**config.mk**
```make
export PLATFORM = sky130hd
export DESIGN_NAME = time_date_counter_flat
export DESIGN_NICKNAME = d
export VERILOG_FILES = /design/src/rtl/clock_pkg.sv /design/src/rtl/time_date_counter_if.sv /design/src/rtl/month_length.sv /design/src/rtl/time_date_counter.sv /design/src/flat_wrapper.sv
export SDC_FILE = /design/constraint.sdc
export NUM_CORES = 1
export LEC_CHECK = 0
export ABC_AREA = 1
export CORE_MARGIN = 2
export CORE_UTILIZATION = 50
export DETAILED_ROUTE_END_ITERATION = 8
export PLACE_DENSITY_LB_ADDON = 0.12
export SYNTH_ARGS = -nofsm -noshare
export SYNTH_HDL_FRONTEND = slang
export SYNTH_SLANG_ARGS = --single-unit
```
**constraint.sdc**
```tcl
create_clock -name sys_clk -period 8.35 [get_ports sys_clk]
set_input_delay 2.0875 -clock sys_clk [delete_from_list [all_inputs] [get_ports sys_clk]]
set_output_delay 2.0875 -clock sys_clk [all_outputs]
set_load 0.005 [all_outputs]
```
**src/rtl/clock_pkg.sv**
```systemverilog
// Shared definitions for the time/date counter: edit-state encoding,
// field limits and calendar helpers.
package clock_pkg;

  localparam logic [2:0] EF_RUN   = 3'd0;
  localparam logic [2:0] EF_YEAR  = 3'd1;
  localparam logic [2:0] EF_MONTH = 3'd2;
  localparam logic [2:0] EF_DAY   = 3'd3;
  localparam logic [2:0] EF_HOUR  = 3'd4;
  localparam logic [2:0] EF_MIN   = 3'd5;

  // State codes equal the edit_field codes so the state register drives the output directly.
  typedef enum logic [2:0] {
    ST_RUN   = EF_RUN,
    ST_YEAR  = EF_YEAR,
    ST_MONTH = EF_MONTH,
    ST_DAY   = EF_DAY,
    ST_HOUR  = EF_HOUR,
    ST_MIN   = EF_MIN
  } state_e;

  localparam logic [5:0]  SEC_MAX   = 6'd59;
  localparam logic [5:0]  MIN_MAX   = 6'd59;
  localparam logic [4:0]  HOUR_MAX  = 5'd23;
  localparam logic [3:0]  MONTH_MAX = 4'd12;
  localparam logic [13:0] YEAR_MAX  = 14'd9999;

  function automatic logic is_leap(input logic [13:0] y);
    return (((y % 14'd4) == 14'd0) && ((y % 14'd100) != 14'd0)) || ((y % 14'd400) == 14'd0);
  endfunction

  function automatic logic [4:0] days_in_month(input logic [3:0] m, input logic [13:0] y);
    case (m)
      4'd4, 4'd6, 4'd9, 4'd11: return 5'd30;
      4'd2:                    return is_leap(y) ? 5'd29 : 5'd28;
      default:                 return 5'd31;
    endcase
  endfunction

endpackage

```
**src/rtl/time_date_counter_if.sv**
```systemverilog
// Control inputs and time/date outputs of the counter; master drives, slave is the counter.
interface time_date_counter_if;
  logic        clk_1s;
  logic        clk_0_5s;
  logic        btn_mode;
  logic        btn_inc;
  logic [5:0]  sec;
  logic [5:0]  min;
  logic [4:0]  hour;
  logic [4:0]  day;
  logic [3:0]  month;
  logic [13:0] year;
  logic [2:0]  edit_field;
  logic        blink;

  modport master (
    output clk_1s, clk_0_5s, btn_mode, btn_inc,
    input  sec, min, hour, day, month, year, edit_field, blink
  );

  modport slave (
    input  clk_1s, clk_0_5s, btn_mode, btn_inc,
    output sec, min, hour, day, month, year, edit_field, blink
  );
endinterface

```
**src/rtl/month_length.sv**
```systemverilog
// Combinational days-in-month lookup for a given month/year.
module month_length
  import clock_pkg::*;
(
  input  logic [3:0]  month,
  input  logic [13:0] year,
  output logic [4:0]  days
);
  assign days = days_in_month(month, year);
endmodule

```
**src/rtl/time_date_counter.sv**
```systemverilog
// Calendar clock with seconds-tick carry chain and a button-driven field editor.
module time_date_counter
  import clock_pkg::*;
#(
  parameter int START_YEAR = 2000
) (
  input  logic               sys_clk,
  input  logic               reset_n,
  time_date_counter_if.slave bus
);
  localparam int SYNC_STAGES = 2;

  logic                 s1, s2, hist;
  logic [SYNC_STAGES:0] vld_pipe;
  logic                 b1, b2;
  logic                 tick;
  logic                 blink;
  state_e               state;
  logic [5:0]           sec, min;
  logic [4:0]           hour, day;
  logic [3:0]           month;
  logic [13:0]          year;

  logic [13:0] year_nx;
  logic [3:0]  month_nx;
  logic [3:0]  ml_month;
  logic [13:0] ml_year;
  logic [4:0]  dim;

  // hist only counts as a real sample once vld_pipe has filled, so a clk_1s
  // already high at reset release does not fake a rising edge.
  assign tick = s2 && !hist && vld_pipe[SYNC_STAGES];

  // Lookup follows the value the field is about to take, so an edit clamps day in the same cycle.
  always_comb begin
    year_nx  = (year == YEAR_MAX) ? 14'd0 : year + 14'd1;
    month_nx = (month == MONTH_MAX) ? 4'd1 : month + 4'd1;
    ml_month = month;
    ml_year  = year;
    if (!bus.btn_mode && bus.btn_inc) begin
      if (state == ST_YEAR)  ml_year  = year_nx;
      if (state == ST_MONTH) ml_month = month_nx;
    end
  end

  month_length u_month_length (.month(ml_month), .year(ml_year), .days(dim));

  always_ff @(posedge sys_clk or negedge reset_n) begin
    if (!reset_n) begin
      s1       <= 1'b0;
      s2       <= 1'b0;
      hist     <= 1'b0;
      vld_pipe <= '0;
      b1       <= 1'b0;
      b2       <= 1'b0;
      blink    <= 1'b0;
      state    <= ST_RUN;
      sec      <= '0;
      min      <= '0;
      hour     <= '0;
      day      <= 5'd1;
      month    <= 4'd1;
      year     <= 14'(START_YEAR);
    end else begin
      s1       <= bus.clk_1s;
      s2       <= s1;
      hist     <= s2;
      vld_pipe <= {vld_pipe[SYNC_STAGES-1:0], 1'b1};
      b1       <= bus.clk_0_5s;
      b2       <= b1;
      blink    <= (state != ST_RUN) && b2;

      case (state)
        ST_RUN: begin
          if (bus.btn_mode) state <= ST_YEAR;
          else if (tick) begin
            if (sec != SEC_MAX) sec <= sec + 6'd1;
            else begin
              sec <= '0;
              if (min != MIN_MAX) min <= min + 6'd1;
              else begin
                min <= '0;
                if (hour != HOUR_MAX) hour <= hour + 5'd1;
                else begin
                  hour <= '0;
                  if (day < dim) day <= day + 5'd1;
                  else begin
                    day   <= 5'd1;
                    month <= month_nx;
                    if (month == MONTH_MAX) year <= year_nx;
                  end
                end
              end
            end
          end
        end
        ST_YEAR: begin
          if (bus.btn_mode) state <= ST_MONTH;
          else if (bus.btn_inc) begin
            year <= year_nx;
            if (day > dim) day <= dim;
          end
        end
        ST_MONTH: begin
          if (bus.btn_mode) state <= ST_DAY;
          else if (bus.btn_inc) begin
            month <= month_nx;
            if (day > dim) day <= dim;
          end
        end
        ST_DAY: begin
          if (bus.btn_mode) state <= ST_HOUR;
          else if (bus.btn_inc) day <= (day >= dim) ? 5'd1 : day + 5'd1;
        end
        ST_HOUR: begin
          if (bus.btn_mode) state <= ST_MIN;
          else if (bus.btn_inc) hour <= (hour == HOUR_MAX) ? 5'd0 : hour + 5'd1;
        end
        ST_MIN: begin
          if (bus.btn_mode) begin
            state <= ST_RUN;
            sec   <= '0;
          end else if (bus.btn_inc) min <= (min == MIN_MAX) ? 6'd0 : min + 6'd1;
        end
        default: state <= ST_RUN;
      endcase
    end
  end

  assign bus.sec        = sec;
  assign bus.min        = min;
  assign bus.hour       = hour;
  assign bus.day        = day;
  assign bus.month      = month;
  assign bus.year       = year;
  assign bus.edit_field = state;
  assign bus.blink      = blink;

endmodule
```
**src/flat_wrapper.sv**
```systemverilog
// flat-port wrapper written by rule: the top's interface ports become plain ports
module time_date_counter_flat import clock_pkg::*;
#(
  parameter int START_YEAR = 2000
)
  (sys_clk, reset_n, bus_clk_1s, bus_clk_0_5s, bus_btn_mode, bus_btn_inc, bus_sec, bus_min, bus_hour, bus_day, bus_month, bus_year, bus_edit_field, bus_blink);
  time_date_counter_if bus_i ();
  input  logic sys_clk;
  input  logic reset_n;
  input wire logic [$bits(bus_i.clk_1s)-1:0] bus_clk_1s;
  input wire logic [$bits(bus_i.clk_0_5s)-1:0] bus_clk_0_5s;
  input wire logic [$bits(bus_i.btn_mode)-1:0] bus_btn_mode;
  input wire logic [$bits(bus_i.btn_inc)-1:0] bus_btn_inc;
  output wire logic [$bits(bus_i.sec)-1:0] bus_sec;
  output wire logic [$bits(bus_i.min)-1:0] bus_min;
  output wire logic [$bits(bus_i.hour)-1:0] bus_hour;
  output wire logic [$bits(bus_i.day)-1:0] bus_day;
  output wire logic [$bits(bus_i.month)-1:0] bus_month;
  output wire logic [$bits(bus_i.year)-1:0] bus_year;
  output wire logic [$bits(bus_i.edit_field)-1:0] bus_edit_field;
  output wire logic [$bits(bus_i.blink)-1:0] bus_blink;
  assign bus_i.clk_1s = bus_clk_1s;
  assign bus_i.clk_0_5s = bus_clk_0_5s;
  assign bus_i.btn_mode = bus_btn_mode;
  assign bus_i.btn_inc = bus_btn_inc;
  assign bus_sec = bus_i.sec;
  assign bus_min = bus_i.min;
  assign bus_hour = bus_i.hour;
  assign bus_day = bus_i.day;
  assign bus_month = bus_i.month;
  assign bus_year = bus_i.year;
  assign bus_edit_field = bus_i.edit_field;
  assign bus_blink = bus_i.blink;
  time_date_counter #(.START_YEAR(START_YEAR)) u_core (.sys_clk(sys_clk), .reset_n(reset_n), .bus(bus_i));
endmodule
```
==> run metrics <==
Ports 50; core area 8130 sq um; initial antenna violation count 0; RSZ-0062 raised after global routing false; Synth Flop Type dfrtp_1; final hold violation count 0; total gr overflow 0; H-tree depth 2; status finished clean; max incr delay on CP approximately 570 ps; Mapped Area about 4100 sq um; Overall Power roughly 1.6 mW; Crit-path slowest cell clkdlybuf4s50_1; CP startpoint kind input port; hold_buf cts 0; Critical Path End Type flop; area delta synth->final 17.5%; Setup Crit Path Kind in -> reg; Final #Nets 690; pre-CTS setup slack between 300 and 400 ps; FP Rows 33; Non-Filler Instances between 700 and 800; Hold Slack ~360 ps; Synth Register Bits 52; layout cells sized above 1 ~14%; final core utilization between 50% and 60%; crit path DAT 7880 ps; Leak around 2.3 nW; Post-CTS Setup Repair Bufs 0; Vias between 4000 and 5000; Post-Route WL 9740 um; Mean Syn Cell Area around 6.7 sq um; largest area contributor in the netlist dfrtp_1; Synth area leaders dfrtp_1, nand2_1, inv_1; DP HPWL roughly 7500 um; Initial Utilization 50.8%; Detail Route Antenna Nets 0; Routed wire per std cell approximately 12 um; setup TNS 0 ps; synth unique cells between 40 and 50; root buffer cell clkbuf_8; Final Cycle Share 92.1%; Synth warnings 0; TritonCTS Buffers 5; Clk Latency, worst-skew pair between 300 and 400 ps; max-slew violations 0; CTS tree done; vias in the first global route approximately 3700; gr usage total approximately 23%; number of vias per cell between 5 and 6; cells after synthesis slightly above 600; min Tclk post-route ~7700 ps; DRT iter0 DRCs between 150 and 200; synth cell count leaders nand2_1, inv_1, nor2_1; fmax 0.130 GHz; ant diodes 0; clk slew on worst S/H paths about 100 ps; die area between 9000 and 10000 sq um; Critical Path Fanout Max 18; Final Cell Area between 4000 and 5000 sq um; skew final 8.17 ps; drt pass-1 iters 5; PwrDens approximately 330 nW/um^2; syn nets between 600 and 700; placed inst area 4750 sq um; Setup-failing EPs final 0; # port buffers 49; Die Width ~95 um; max-cap viol count 0; setup slack after layout roughly 660 ps; Worst Path Required 8540 ps; DRC Markers 0; first-pass GRT wire length 16600 um; placed cells roughly 770; post-cts repair resize count 0; Longest Clk Path Bufs 2; worst slew pin tran around 730 ps; Max VDD drop ~0.00016 V; sequential area share after synthesis 31.7%; die extent in y ~95 um; Min-Delay Path Class reg -> reg; ys async rst share 100%; Post-synth EDFFs 0; largest net degree at the start of global routing 53; Yosys top cell area share a little over a quarter; GP Congestion ~0.95; top-count cell post-synth nand2_1; relative slew slack approximately half; CTS Sinks 52
worst paths after layout:
kind                                          from             endpoint  slack [ps]  depth (start not counted)
worst min register to register           u_core.s1            u_core.s2         360                          0
min in group asynchronous                  reset_n    u_core.bus.sec[0]        1880                          2
max in group asynchronous                  reset_n   u_core.bus.year[5]        6010                          2
worst min-delay path                     u_core.s1            u_core.s2         360                          0
worst max register to register  u_core.bus.year[0]  u_core.bus.month[1]        2240                         51
worst max-delay path                  bus_btn_mode  u_core.bus.month[1]         660                         49
layer usage:
layer  part of all wire, %  global-route usage, %  wire length (um)
met1                    48                   31.5              4720
met2                    46                   37.0              4450
met3                   5.1                   4.63               495
met4                  0.75                   3.99                73
met5                     0                      0                 0
worst max-delay path: cells and delay by family:
kind                       cells  cell delay (ps)
adders and majority gates      1              180
buffers and inverters          5              870
AOI/OAI and AO/OA              7             1090
and+or+nand+nor               36             3610
state kept, by name (all words and copies together) (netlist names), 3 cells and up:
| signal | flops |
|---|---|
| u_core.bus.hour | 5 |
| u_core.bus.year | 14 |
| u_core.bus.edit_field | 3 |
| u_core.bus.month | 4 |
| u_core.vld_pipe | 3 |
| u_core.bus.min | 6 |
| u_core.bus.sec | 6 |
| u_core.bus.day | 5 |
power by group:
group          internal, mW  leakage [nW]  switching (mW)
sequential            0.327         0.619          0.0951
combinational         0.405          1.67           0.604
clock                0.0892        0.0552          0.0859
cell families after synthesis:
group	after synthesis	synth area share (%)
compound gates	99	13.5
xor+xnor	10	2.12
fa+ha+maj	9	2.72
buf+inv	97	8.90
flops	52	31.7
other cells	1	0.0907
simple gates	353	41.0
final cells by class:
| cell class | instances | area [sq um] |
|---|---|---|
| Fill cell | 754 | 3280 |
| Multi-Input combinational cell | 472 | 2450 |
| Sequential cell | 52 | 1310 |
| Timing Repair Buffer | 51 | 500 |
| Inverter | 93 | 352 |
| Tap cell | 105 | 131 |
| Clock buffer | 6 | 72.6 |
| Clock inverter | 2 | 35.0 |
cell usage in the layout, fill, tap and decap left out, types with 3 or more instances in the layout:
cell type / instances
nand2_2: 31
ha_1: 9
clkdlybuf4s50_1: 48
inv_2: 13
nor2_4: 7
o21ai_1: 3
xnor2_1: 4
nand2_1: 158
clkbuf_8: 5
dfstp_2: 8
nand3_1: 48
or2_2: 3
xor2_1: 6
dfrtp_1: 44
nand4_1: 17
a211oi_1: 3
o21ai_0: 50
a31oi_1: 4
nor2_1: 62
nand3b_1: 4
nor2_2: 5
nand3_2: 9
inv_1: 78
a21oi_1: 23
Note: power is estimated with default switching activity, not from simulation.
==> patch (same settings) <==
Make the reset (`reset_n`) synchronous in one clocked block.
--- a/src/rtl/time_date_counter.sv
+++ b/src/rtl/time_date_counter.sv
@@ -45,7 +45,7 @@
 
   month_length u_month_length (.month(ml_month), .year(ml_year), .days(dim));
 
-  always_ff @(posedge sys_clk or negedge reset_n) begin
+  always_ff @(posedge sys_clk) begin
     if (!reset_n) begin
       s1       <= 1'b0;
       s2       <= 1'b0;
Function: differs if reset_n is asserted again (counterexample within 4 cycles, from zero or initial values and one cycle with reset_n low); with reset_n held inactive, the same outputs for 4 cycles.
==> patch against the unedited design <==
- worst setup slack lost 0.23 ns
- clock skew shrank 0.00074 ns
- via count increased by 13%
- synthesized area is 0.51% higher
- sequential cell count unchanged
- design area increased by 6.0%
- wire length is 11% higher
- largest cell class unchanged
Power is not compared: it rests on default switching activity, and its combinational part moved more than twofold at a synthesized area within 25%.
==> patch: results (changes against the unedited design) <==
* Most used DFF post-synth: dfxtp_1
* CP Max Fanout at 6 (-12)
* R2R Setup Slk at 1.85 ns (-0.39 ns)
* Adder-cell share of the synthesized area at 2.71% (-0.014 points)
* Avg Inst Size Synth at 6.06 um2 (-9.0%)
* R2R depth at 57 (+12%)
* Total GRT Usage at 24.2% (+1.5 points)
* Run status: completed
* # fillers at 781 (+3.6%)
* First-pass GRT wire length at 18200 um (+9.7%)
* Hold EP: u_core.vld_pipe[1]
* Dpl cell area at 0.00477 mm2 (+0.47%)
* Synth Area in Compound Gates at 15.3% (+1.8 points)
* Placed cell count at 835 (+8.0%)
* DRT iter0 DRCs at 259 (+31%)
* CP max stage delay at 0.50 ns (-0.07 ns)
* Final nets at 765 (+11%)
* Layout cells sized above 1 at 16.4% (+2.3 points)
* H-tree levels at 2 (unchanged)
* Post-synth top cells: 177 x nand2_1, 93 x inv_1, 74 x nor2_1, 52 x dfxtp_1, 47 x nand3_1
* Worst Path Arrival at 8.15 ns (+0.27 ns)
* Actual slew at the worst max-slew pin at 0.893 ns (+0.165 ns)
* Worst slack, placed at -0.135 ns (-0.485 ns)
* Hold Slack at 0.423 ns (+0.0671 ns)
* Synth Net Count at 701 (+10%)
* Critical R2R Launch: u_core.bus.year[0]
* DR vias at 4601 (+13%)
* Final instance count without filler cells at 856 (+9.6%)
* Synth area leaders: dfxtp_1 25%, nand2_1 16%, inv_1 8.4%
* CP Launch Point: bus_btn_inc
* Placed wire-length estimate at 8050 um (+7.5%)
* Setup crit end: u_core.bus.day[2]
* Largest net degree at the start of global routing at 32 (-40%)
* Vias in the first global route at 4151 (+11%)
* Final period util at 94.9% (+2.8 points)
* GPL Wtd Cong at 0.935 (-1.7%)
* Post-Synth XOR/XNOR Area at 1.69% (-0.43 points)
* Clk_skew at 0.00743 ns (-0.000739 ns)
* Post-synth cell types at 43 (-6.5%)
* Drt wl/cell at 12.7 um (+1.6%)
* Async SR Flop Fraction at 0% (-100 points)
* Seq/Total Area, Yosys at 25.1% (-6.7 points)
* Worst Hold Path Cells at 2 (+2)
patch: cell families after synthesis:
group,Yosys count
xor+xnor,8
fa+ha+maj,9
simple gates,389
buf+inv,118
flops,52
compound gates,110
patch: where the power goes:
| part | internal [W] | switching [W] | leakage, nW |
|---|---|---|---|
| Sequential | 0.000256 | 0.00000922 | 0.422 |
| Combinational | 0.000128 | 0.000235 | 1.88 |
| Clock | 0.0000673 | 0.0000885 | 0.0434 |
patch: critical path, delay by kind of cell:
| family | cells | cell delay (ns) |
|---|---|---|
| simple gates | 42 | 4.10 |
| buf+inv | 6 | 1.11 |
| compound gates | 5 | 0.65 |
| fa+ha+maj | 1 | 0.19 |
patch: layout make-up:
type                            instances  area (um2)  area share [%]
Multi-Input combinational cell        516        2810            54.5
Sequential cell                        52        1040            20.2
Timing Repair Buffer                   69         671            13.0
Inverter                              106         400            7.77
Tap cell                              105         131            2.55
Clock buffer                            6        82.6            1.60
Clock inverter                          2        15.0           0.292
patch: layer usage:
metal	vias up	share of wire [%]	global-route usage, %
met1	2103	46	31.9
met3	14	4.2	3.72
met2	121	48	41.4
li1	2363	-	-
met4	0	1.5	5.80
met5	-	0	0
patch: metrics by stage:
step	TNS (ns)	power (W)
after floorplan	0	0.000521
after global placement	0	0.000576
after detailed placement	-0.367	0.000588
after CTS	0	0.000746
after global routing	-0.398	0.000845
final	0	0.000783
patch: what timing repair did:
action	in CTS	in global routing
setup buffers	0	12
endpoints found under the setup margin	0	23
gates resized for setup	0	44
